===== src/rtl/demux1to4_tdm.sv =====
// demux1to4_tdm: time-division 1-to-4 demultiplexer.
// Hunts for a FRAME marker, then steers each accepted serial sample into
// shadow slots 0..2. The slot-3 sample transfers the whole frame to A-D
// on one edge and raises a one-cycle FRAME_DONE.
// Optional feature macro: DEMUX_SYNC_CHECK_EN. When it is defined, a FRAME
// marker seen away from slot 0 while locked flags SYNC_ERR and restarts
// the frame at slot 0. When it is undefined, FRAME is ignored while locked.
module demux1to4_tdm #(
  parameter int WIDTH = 1
) (
  input  logic             CLK,
  input  logic             RESET,
  input  logic [WIDTH-1:0] demuxIN,
  input  logic             IN_VALID,
  input  logic             FRAME,
  output logic [WIDTH-1:0] A,
  output logic [WIDTH-1:0] B,
  output logic [WIDTH-1:0] C,
  output logic [WIDTH-1:0] D,
  output logic             S0,
  output logic             S1,
  output logic             LOCKED,
  output logic             FRAME_DONE,
  output logic             SYNC_ERR
);

  typedef enum logic {
    ST_HUNT = 1'b0,
    ST_LOCK = 1'b1
  } state_t;

  state_t           r_state;
  logic [1:0]       r_slot;
  logic [WIDTH-1:0] r_sh0;
  logic [WIDTH-1:0] r_sh1;
  logic [WIDTH-1:0] r_sh2;
  logic [WIDTH-1:0] r_a;
  logic [WIDTH-1:0] r_b;
  logic [WIDTH-1:0] r_c;
  logic [WIDTH-1:0] r_d;
  logic             r_frame_done;

  state_t           w_state_nxt;
  logic [1:0]       w_slot_nxt;
  logic [WIDTH-1:0] w_sh0_nxt;
  logic [WIDTH-1:0] w_sh1_nxt;
  logic [WIDTH-1:0] w_sh2_nxt;
  logic [WIDTH-1:0] w_a_nxt;
  logic [WIDTH-1:0] w_b_nxt;
  logic [WIDTH-1:0] w_c_nxt;
  logic [WIDTH-1:0] w_d_nxt;
  logic             w_frame_done_nxt;

`ifdef DEMUX_SYNC_CHECK_EN
  logic             r_sync_err;
  logic             w_sync_err_nxt;
`endif

  // Next-state logic: everything holds unless a sample is accepted; the
  // pulse outputs default low so they last a single cycle.
  always_comb begin
    w_state_nxt      = r_state;
    w_slot_nxt       = r_slot;
    w_sh0_nxt        = r_sh0;
    w_sh1_nxt        = r_sh1;
    w_sh2_nxt        = r_sh2;
    w_a_nxt          = r_a;
    w_b_nxt          = r_b;
    w_c_nxt          = r_c;
    w_d_nxt          = r_d;
    w_frame_done_nxt = 1'b0;
`ifdef DEMUX_SYNC_CHECK_EN
    w_sync_err_nxt   = 1'b0;
`endif
    if (IN_VALID) begin
      case (r_state)
        ST_HUNT: begin
          // Samples ahead of the first marker are dropped; the marker
          // sample itself is slot 0 of the first tracked frame.
          if (FRAME) begin
            w_sh0_nxt   = demuxIN;
            w_slot_nxt  = 2'd1;
            w_state_nxt = ST_LOCK;
          end
        end
        ST_LOCK: begin
`ifdef DEMUX_SYNC_CHECK_EN
          // Misplaced marker: abandon the partial frame and realign so this
          // sample becomes slot 0. A-D keep the last completed frame.
          if (FRAME && (r_slot != 2'd0)) begin
            w_sync_err_nxt = 1'b1;
            w_sh0_nxt      = demuxIN;
            w_sh1_nxt      = '0;
            w_sh2_nxt      = '0;
            w_slot_nxt     = 2'd1;
          end else
`endif
          begin
            case (r_slot)
              2'd0: w_sh0_nxt = demuxIN;
              2'd1: w_sh1_nxt = demuxIN;
              2'd2: w_sh2_nxt = demuxIN;
              default: begin
                // Slot 3 closes the frame: publish all four channels at once.
                w_a_nxt          = r_sh0;
                w_b_nxt          = r_sh1;
                w_c_nxt          = r_sh2;
                w_d_nxt          = demuxIN;
                w_frame_done_nxt = 1'b1;
              end
            endcase
            w_slot_nxt = r_slot + 2'd1;
          end
        end
        default: begin
          w_state_nxt = ST_HUNT;
          w_slot_nxt  = 2'd0;
        end
      endcase
    end
  end

  // State, slot, shadow and output registers; reset discards any partial frame.
  always_ff @(posedge CLK) begin
    if (RESET) begin
      r_state      <= ST_HUNT;
      r_slot       <= 2'd0;
      r_sh0        <= '0;
      r_sh1        <= '0;
      r_sh2        <= '0;
      r_a          <= '0;
      r_b          <= '0;
      r_c          <= '0;
      r_d          <= '0;
      r_frame_done <= 1'b0;
    end else begin
      r_state      <= w_state_nxt;
      r_slot       <= w_slot_nxt;
      r_sh0        <= w_sh0_nxt;
      r_sh1        <= w_sh1_nxt;
      r_sh2        <= w_sh2_nxt;
      r_a          <= w_a_nxt;
      r_b          <= w_b_nxt;
      r_c          <= w_c_nxt;
      r_d          <= w_d_nxt;
      r_frame_done <= w_frame_done_nxt;
    end
  end

`ifdef DEMUX_SYNC_CHECK_EN
  // Resync pulse register.
  always_ff @(posedge CLK) begin
    if (RESET) begin
      r_sync_err <= 1'b0;
    end else begin
      r_sync_err <= w_sync_err_nxt;
    end
  end

  assign SYNC_ERR = r_sync_err;
`else
  assign SYNC_ERR = 1'b0;
`endif

  assign A          = r_a;
  assign B          = r_b;
  assign C          = r_c;
  assign D          = r_d;
  assign S0         = r_slot[0];
  assign S1         = r_slot[1];
  assign LOCKED     = (r_state == ST_LOCK);
  assign FRAME_DONE = r_frame_done;

endmodule


===== config.mk =====
export PLATFORM = sky130hd
export DESIGN_NAME = demux1to4_tdm
export DESIGN_NICKNAME = d
export VERILOG_FILES = /design/src/rtl/demux1to4_tdm.sv
export SDC_FILE = /design/constraint.sdc
export NUM_CORES = 1
export LEC_CHECK = 0
export CORE_AREA = 2 2 39 41
export DETAILED_ROUTE_END_ITERATION = 10
export DIE_AREA = 0 0 41 43
export PLACE_DENSITY = 0.66
export SYNTH_ARGS = -nofsm -noshare
export SYNTH_HDL_FRONTEND = slang
export SYNTH_SLANG_ARGS = --single-unit

===== constraint.sdc =====
create_clock -name CLK -period 3.47 [get_ports CLK]
set_input_delay 0.8675 -clock CLK [delete_from_list [all_inputs] [get_ports CLK]]
set_output_delay 0.8675 -clock CLK [all_outputs]
set_load 0.1 [all_outputs]

==> results of run 1 <==
==> power groups by stage <==
| stage | sequential [mW] | clock, mW | combinational [mW] |
|---|---|---|---|
| floorplan | 0.149 | 0 | 0.0210 |
| global placement | 0.136 | 0 | 0.0415 |
| detailed placement | 0.136 | 0 | 0.0419 |
| CTS | 0.133 | 0.0856 | 0.0420 |
| global route | 0.134 | 0.0920 | 0.0443 |
| finish | 0.133 | 0.0825 | 0.0418 |
==> flip-flops by register name (all words and copies together) (netlist names) <==
register,flops
D,1
FRAME_DONE,1
r_sh0,1
r_sh2,1
B,1
r_slot,2
r_sh1,1
C,1
LOCKED,1
A,1
==> path summary, 6_finish.rpt <==
kind | from | end | slack (ns) | depth (start not counted)
setup / recovery | LOCKED | LOCKED | 1.48 | 1
setup reg to reg | r_slot[0] | r_sh0 | 2.16 | 4
hold reg to reg | r_sh1 | B | 0.49 | 2
hold / removal | r_sh1 | B | 0.49 | 2
==> per-layer routing <==
metal / vias up / global-route usage [%]
met3: 2 / 3.14
met1: 163 / 17.3
met2: 9 / 13.8
met5: - / 0
li1: 191 / -
met4: 0 / 10.0
==> tightest hold or removal path: cells and delay by family (launching register included) <==
kind	cells	cell delay, ns
DFF	1	0.33
muxes	1	0.06
and+or+nand+nor	1	0.07
==> stage by stage <==
step / hold slack, ns / cell area, um^2 / util, % / cells
final: 0.495 / 623 / 45.0 / 79
after global routing: 0.546 / 623 / 45.0 / 79
after CTS: 0.501 / 623 / 45.0 / 79
after detailed placement: 0.485 / 597 / 43.1 / 75
after global placement: 0.478 / 597 / 43.1 / 75
after floorplan: 0.460 / 504 / - / 51
==> cell usage after synthesis <==
cell       n  area [um^2]
dfxtp_1   11          220
nor2_1     9         33.8
mux2i_1    6         60.1
ha_1       4         50.1
inv_1      3         11.3
nand3_1    3         15.0
a21oi_1    1         5.00
a21oi_2    1         8.76
a311oi_1   1         8.76
a41o_1     1         10.0
and2_1     1         6.26
buf_2      1         5.00
buf_4      1         7.51
buf_6      1         11.3
clkbuf_1   1         3.75
conb_1     1         3.75
mux2_4     1         15.0
nand2b_1   1         6.26
nand3_2    1         10.0
o21a_1     1         7.51
o21ai_0    1         5.00
==> final cells by class <==
class                   count  area [um^2]
clock buffers               4         26.3
fillers                   138          761
inverters                   3         11.3
multi-input cells          33          245
flip-flops and latches     11          220
well taps                  16         20.0
repair buffers             12          100
==> logic make-up after synthesis <==
group	synth area share (%)
mux	14.9
fa+ha+maj	9.93
flops	43.7
buf+inv	7.69
simple gates	14.1
compound gates	8.93
other cells	0.744
==> run metrics, run 1 <==
critical path's slowest cell=dfxtp_1; buffers and inverters on the worst path=1; Synthesis Warnings=0; ANT cells=0; initial antenna violation count=0; most frequent cells in the layout=11 x dfxtp_1, 9 x nor2_1, 8 x buf_4; wire per inst=about 10 um; RSZ-0062 raised after global routing=false; CTS max path bufs=2; vias=between 300 and 400; Clock power frac=about a third; H-tree Lvls=1; DRT met1 WL=around 400 um; Post-Synthesis Cells=51; vias in the first global route=about 320; startpoint type of the worst setup path=register; DRT Wirelength=around 800 um; largest net degree at the start of global routing=12; Final Skew=between 0.004 and 0.005 ns; Switching Share=27.8%; global placer's final weighted congestion=approximately 0.73; die width=between 40 and 50 um; CP cell instances=buf_4; WS Path Type=register to primary output; LEAKAGE=between 0.3 and 0.4 nW; Initial DRC Count=2; layout cells sized above 1=roughly 22%; die footprint=1760 um^2; Max rail drop VDD=about 0.15 mV; Mapped Area=504 um^2; Post-DRT Antenna Nets=0; Hold WC Path Type=register to register; P per Cell Area=~410 nW/um^2; met3 wire len=roughly 40 um; CTS Hold Bufs=0; Clock Latency Late Sink=about 0.26 ns; max_cap viols=0; Final Hold Vio Count=0; P_sw=between 0.07 and 0.08 mW; P_int=between 0.15 and 0.2 mW; Max Freq=502 MHz; count of cell types in the netlist=21; GRT overflow=0; Final Max Slew Viols=0; Starting Density=36.4%; Syn Nets=60; CP top delay family=flip-flops; top sig layer=met4; vias per cell=about 4.6; Setup WS pre-CTS=1.33 ns; final period utilization=57.4%; Reg clk slew, reported paths=about 0.07 ns; outcome=completed; IO Count=14; CTS Buf Count=3; maximum fanout along the worst path=9; Core ar.=about 1400 um^2; met2 routed WL=between 300 and 400 um; first-pass GRT wire length=about 1400 um; clock sink total=11; Seq pwr share=between 50% and 60%; Port Buf Inserts=12; num rows=14; PnR worst setup slack=between 1 and 1.5 ns; Fin Setup TNS=0 ns; hpwl dp=around 600 um; Post-route DRC=0; Critical Path AT=between 1 and 1.5 ns; FF+latch count, synth=11; most common cell after layout, fill and taps aside=dfxtp_1; fraction of power consumed by combinational cells=16.2%; CP max stage delay=between 0.5 and 0.6 ns; fin nets=73; Tot Pwr=0.257 mW; crit path capture type=primary output; TritonRoute pass-1 iters=2; CTS tree=built; CTS-repair resized insts=0; post-synthesis sequential area ratio=between 40% and 50%; Layout area overhead=23.6%; syn_area_per_cell=9.89 um^2; Final min period=~2 ns; Setup Fix Bufs, Post-CTS=0; Setup-failing EPs final=0; die height=about 43 um; GR Util All Layers=11.9%; clock root cell=clkbuf_4; WP data required=2.60 ns
(Power assumes the default switching activity.)
==> run 2: changes to the inputs <==
- clock period: 3.47 -> 1.9 ns (I/O delays scaled with it)
==> run metrics, run 2 (same netlist as run 1, synthesis figures left out) <==
Setup-failing EPs final=0; Max rail drop VDD=between 0.2 and 0.3 mV; P per Cell Area=between 600 and 700 nW/um^2; most frequent cells in the layout=9 x dfxtp_1, 9 x nor2_1, 8 x buf_12; startpoint type of the worst setup path=register; Fillers=130; Final Hold Vio Count=0; Port Buf Inserts=12; dpl cells=76; Tot Pwr=0.488 mW; Clock Latency Late Sink=~0.26 ns; Setup WS pre-CTS=approximately 0.18 ns; Initial DRC Count=9; Final Skew=0.000717 ns; buffers and inverters on the worst path=1; Switching Share=~28%; clock root cell=clkbuf_4; global placer's final weighted congestion=about 0.66; IO Count=14; first-pass GRT wire length=1370 um; H-tree Lvls=1; met2 routed WL=roughly 360 um; Starting Density=between 30% and 40%; GRT overflow=0; met3 wire len=around 22 um; num rows=14; PnR worst setup slack=roughly 0.39 ns; Post-DRT Antenna Nets=0; Final min period=1.51 ns; post-layout util=between 50 and 60%; Hold WC Path Type=register to register; vias per cell=approximately 4.7; critical path's slowest cell=dfxtp_1; vias in the first global route=approximately 360; wire per inst=between 9 and 10 um; Largest register FFs=2; Layout area overhead=45.4%; Seq pwr share=50.4%; Post-Layout Cell Count=80; DRT met1 WL=402 um; Clock power frac=between 30% and 40%; CP top delay family=flip-flops; Critical Path AT=1.04 ns; ANT cells=0; final period utilization=roughly four fifths; RSZ-0062 raised after global routing=false; vias=between 300 and 400; top sig layer=met3; CTS max path bufs=2; P_sw=between 0.1 and 0.15 mW; Post-route DRC=0; CTS tree=built; Setup Fix Bufs, Post-CTS=0; Fin Setup TNS=0 ns; hpwl dp=slightly above 600 um; Final Max Slew Viols=0; WP data required=about 1.4 ns; largest net degree at the start of global routing=10; Reg clk slew, reported paths=roughly 0.07 ns; layout cells sized above 1=about a quarter; initial antenna violation count=0; LEAKAGE=between 0.3 and 0.4 nW; fin nets=74; Finished Cell Area=between 700 and 800 um^2; DRT Wirelength=788 um; WS Path Type=register to primary output; Core ar.=between 1000 and 1500 um^2; CTS Buf Count=3; CTS Hold Bufs=0; placed inst area=707 um^2; outcome=completed; TritonRoute pass-1 iters=4; CP cell instances=buf_12; multi-input combinational cell area=approximately 250 um^2; die footprint=~1800 um^2; total area of sequential cells=roughly 220 um^2; P_int=around 0.35 mW; CP max stage delay=around 0.55 ns; die width=a little over 40 um; clock sink total=11; Hold Slack=roughly 0.50 ns; GR Util All Layers=between 10% and 20%; crit path capture type=primary output; Max Freq=between 600 and 700 MHz; maximum fanout along the worst path=9; max_cap viols=0; die height=about 43 um; CTS-repair resized insts=0; fraction of power consumed by combinational cells=roughly 18%; Biggest register=r_slot
[run 2: cell count changes in the layout (fill, tap and decap cells not counted)]
cell,change
buf_4,-7
buf_12,+8
dfxtp_2,+2
dfxtp_1,-2
[run 2: routing by layer]
metal | track usage, % | up-vias
li1 | - | 195
met1 | 15.0 | 174
met2 | 15.9 | 7
met3 | 3.14 | 0
met4 | 6.00 | 0
met5 | 0 | -
[run 2: layout make-up]
| cell class | count | area share, % |
|---|---|---|
| clock buffer | 4 | 3.58 |
| inverter | 3 | 1.54 |
| multi-input combinational | 33 | 33.4 |
| sequential | 11 | 30.4 |
| tap | 16 | 2.73 |
| timing repair buffer | 13 | 28.3 |
[run 2: power groups by stage]
stage | registers, mW | clock network [mW] | logic, mW
floorplan | 0.272 | 0 | 0.0383
finish | 0.246 | 0.156 | 0.0859
global placement | 0.251 | 0 | 0.0857
CTS | 0.246 | 0.160 | 0.0864
detailed placement | 0.251 | 0 | 0.0859
global route | 0.247 | 0.176 | 0.0917
[run 2: tightest hold or removal path, cell delays in order (launching register included)]
cell and delay (ns):
dfxtp_1 0.33, mux2i_1 0.07, nor2_1 0.07
[run 2: final timing paths]
path              startpoint  endpoint  slack [ns]  cells past startpoint
setup / recovery      LOCKED    LOCKED        0.39                      1
hold reg to reg        r_sh1         B        0.50                      2
hold / removal         r_sh1         B        0.50                      2
setup reg to reg   r_slot[0]     r_sh0        0.64                      4
==> run 3: changes to the inputs <==
- clock period: 1.9 -> 1.5 ns (I/O delays scaled with it)
==> run metrics, run 3 (same netlist as run 1, synthesis figures left out) <==
outcome=completed; CP top delay family=flip-flops; LEAKAGE=roughly 0.35 nW; Setup Fix Bufs, Post-CTS=0; global placer's final weighted congestion=0.741; IO Count=14; P_int=between 0.4 and 0.5 mW; crit path capture type=primary output; wire per inst=around 12 um; Clock Latency Late Sink=about 0.26 ns; Switching Share=between 20% and 30%; Layout area overhead=49.6%; final period utilization=between 80% and 90%; Biggest register=r_slot; WS Path Type=register to primary output; DRT Wirelength=roughly 970 um; dpl cells=around 80; first-pass GRT wire length=~1600 um; fraction of power consumed by combinational cells=between 10% and 20%; hpwl dp=between 700 and 800 um; Core ar.=1380 um^2; CTS tree=built; CP cell instances=buf_12; die footprint=roughly 1800 um^2; GR Util All Layers=between 10 and 15%; Max Freq=just under 800 MHz; Seq pwr share=about half; CTS Buf Count=3; num rows=14; die height=43 um; clock sink total=11; H-tree Lvls=1; GRT overflow=0; Final Max Slew Viols=0; vias in the first global route=384; critical path's slowest cell=dfxtp_2; fin nets=76; Finished Cell Area=~750 um^2; Hold Slack=0.510 ns; CTS-repair resized insts=0; RSZ-0062 raised after global routing=false; worst reg-to-reg setup slack=between 0.2 and 0.3 ns; Final Skew=about 0.0024 ns; initial antenna violation count=0; placed inst area=between 700 and 800 um^2; Critical Path AT=around 0.91 ns; most common cell after layout, fill and taps aside=nor2_1; Hold WC Path Type=register to register; Largest register FFs=2; most frequent cells in the layout=9 x nor2_1, 8 x dfxtp_1, 8 x buf_12; vias per cell=between 4 and 5; Max rail drop VDD=between 0.4 and 0.5 mV; Port Buf Inserts=12; P per Cell Area=819 nW/um^2; vias=about 400; CTS Hold Bufs=0; Fillers=roughly 130; Initial DRC Count=3; TritonRoute pass-1 iters=2; die width=41 um; Reg clk slew, reported paths=0.07 ns; P_sw=roughly 0.17 mW; Post-Layout Cell Count=between 80 and 90; Final min period=between 1 and 1.5 ns; Final Hold Vio Count=0; Post-DRT Antenna Nets=0; buffers and inverters on the worst path=1; clock root cell=clkbuf_4; Post-route DRC=0; startpoint type of the worst setup path=register; Setup-failing EPs final=0; Starting Density=36.4%; max_cap viols=0; Fin Setup TNS=0 ns; layout cells sized above 1=between 30% and 40%; ANT cells=0; WP data required=~1.1 ns; Clock power frac=31.5%; CP max stage delay=about 0.45 ns; maximum fanout along the worst path=9; largest net degree at the start of global routing=10; CTS max path bufs=2
## run 3: changes by cell type in the layout (fill, tap and decap cells not counted)
cell / previous run / this run
dfxtp_4: 0 / 2
buf_4: 1 / 3
dfxtp_1: 9 / 8
dfxtp_2: 2 / 1
## run 3: final cells by class
class,instances,area (um^2),share of cell area (%)
inverter,3,11.3,1.49
sequential,11,229,30.3
tap,16,20.0,2.65
multi-input combinational,33,245,32.5
timing repair buffer,15,223,29.5
clock buffer,4,26.3,3.48
## run 3: worst paths after layout
path,from,to,depth (start not counted)
worst min register to register,r_sh2,r_sh2,2
worst max-delay path,LOCKED,LOCKED,1
worst min-delay path,r_sh2,r_sh2,2
worst max register to register,r_slot[1],r_sh0,4
## run 3: stage by stage
stage	setup slack, ns	util, %	total power, mW
finish	0.211	54.5	0.618
global route	0.149	54.5	0.655
detailed placement	-0.0426	52.6	0.431
CTS	0.195	54.5	0.629
global placement	-0.00507	52.6	0.430
floorplan	0.0119	-	0.391
## run 3: layer usage
layer / share of wire [%] / GRT usage, % / up-vias
met1: 47 / 15.9 / 188
li1: - / - / 197
met5: 0 / 0 / -
met3: 3.0 / 6.28 / 2
met4: 0.72 / 8.00 / 0
met2: 49 / 21.9 / 8
## run 3: power groups by stage
stage	registers [mW]	logic (mW)	clock network (mW)
after floorplan	0.343	0.0484	0
after global placement	0.317	0.113	0
after detailed placement	0.317	0.114	0
after CTS	0.310	0.114	0.204
after global routing	0.312	0.121	0.223
final	0.310	0.114	0.194
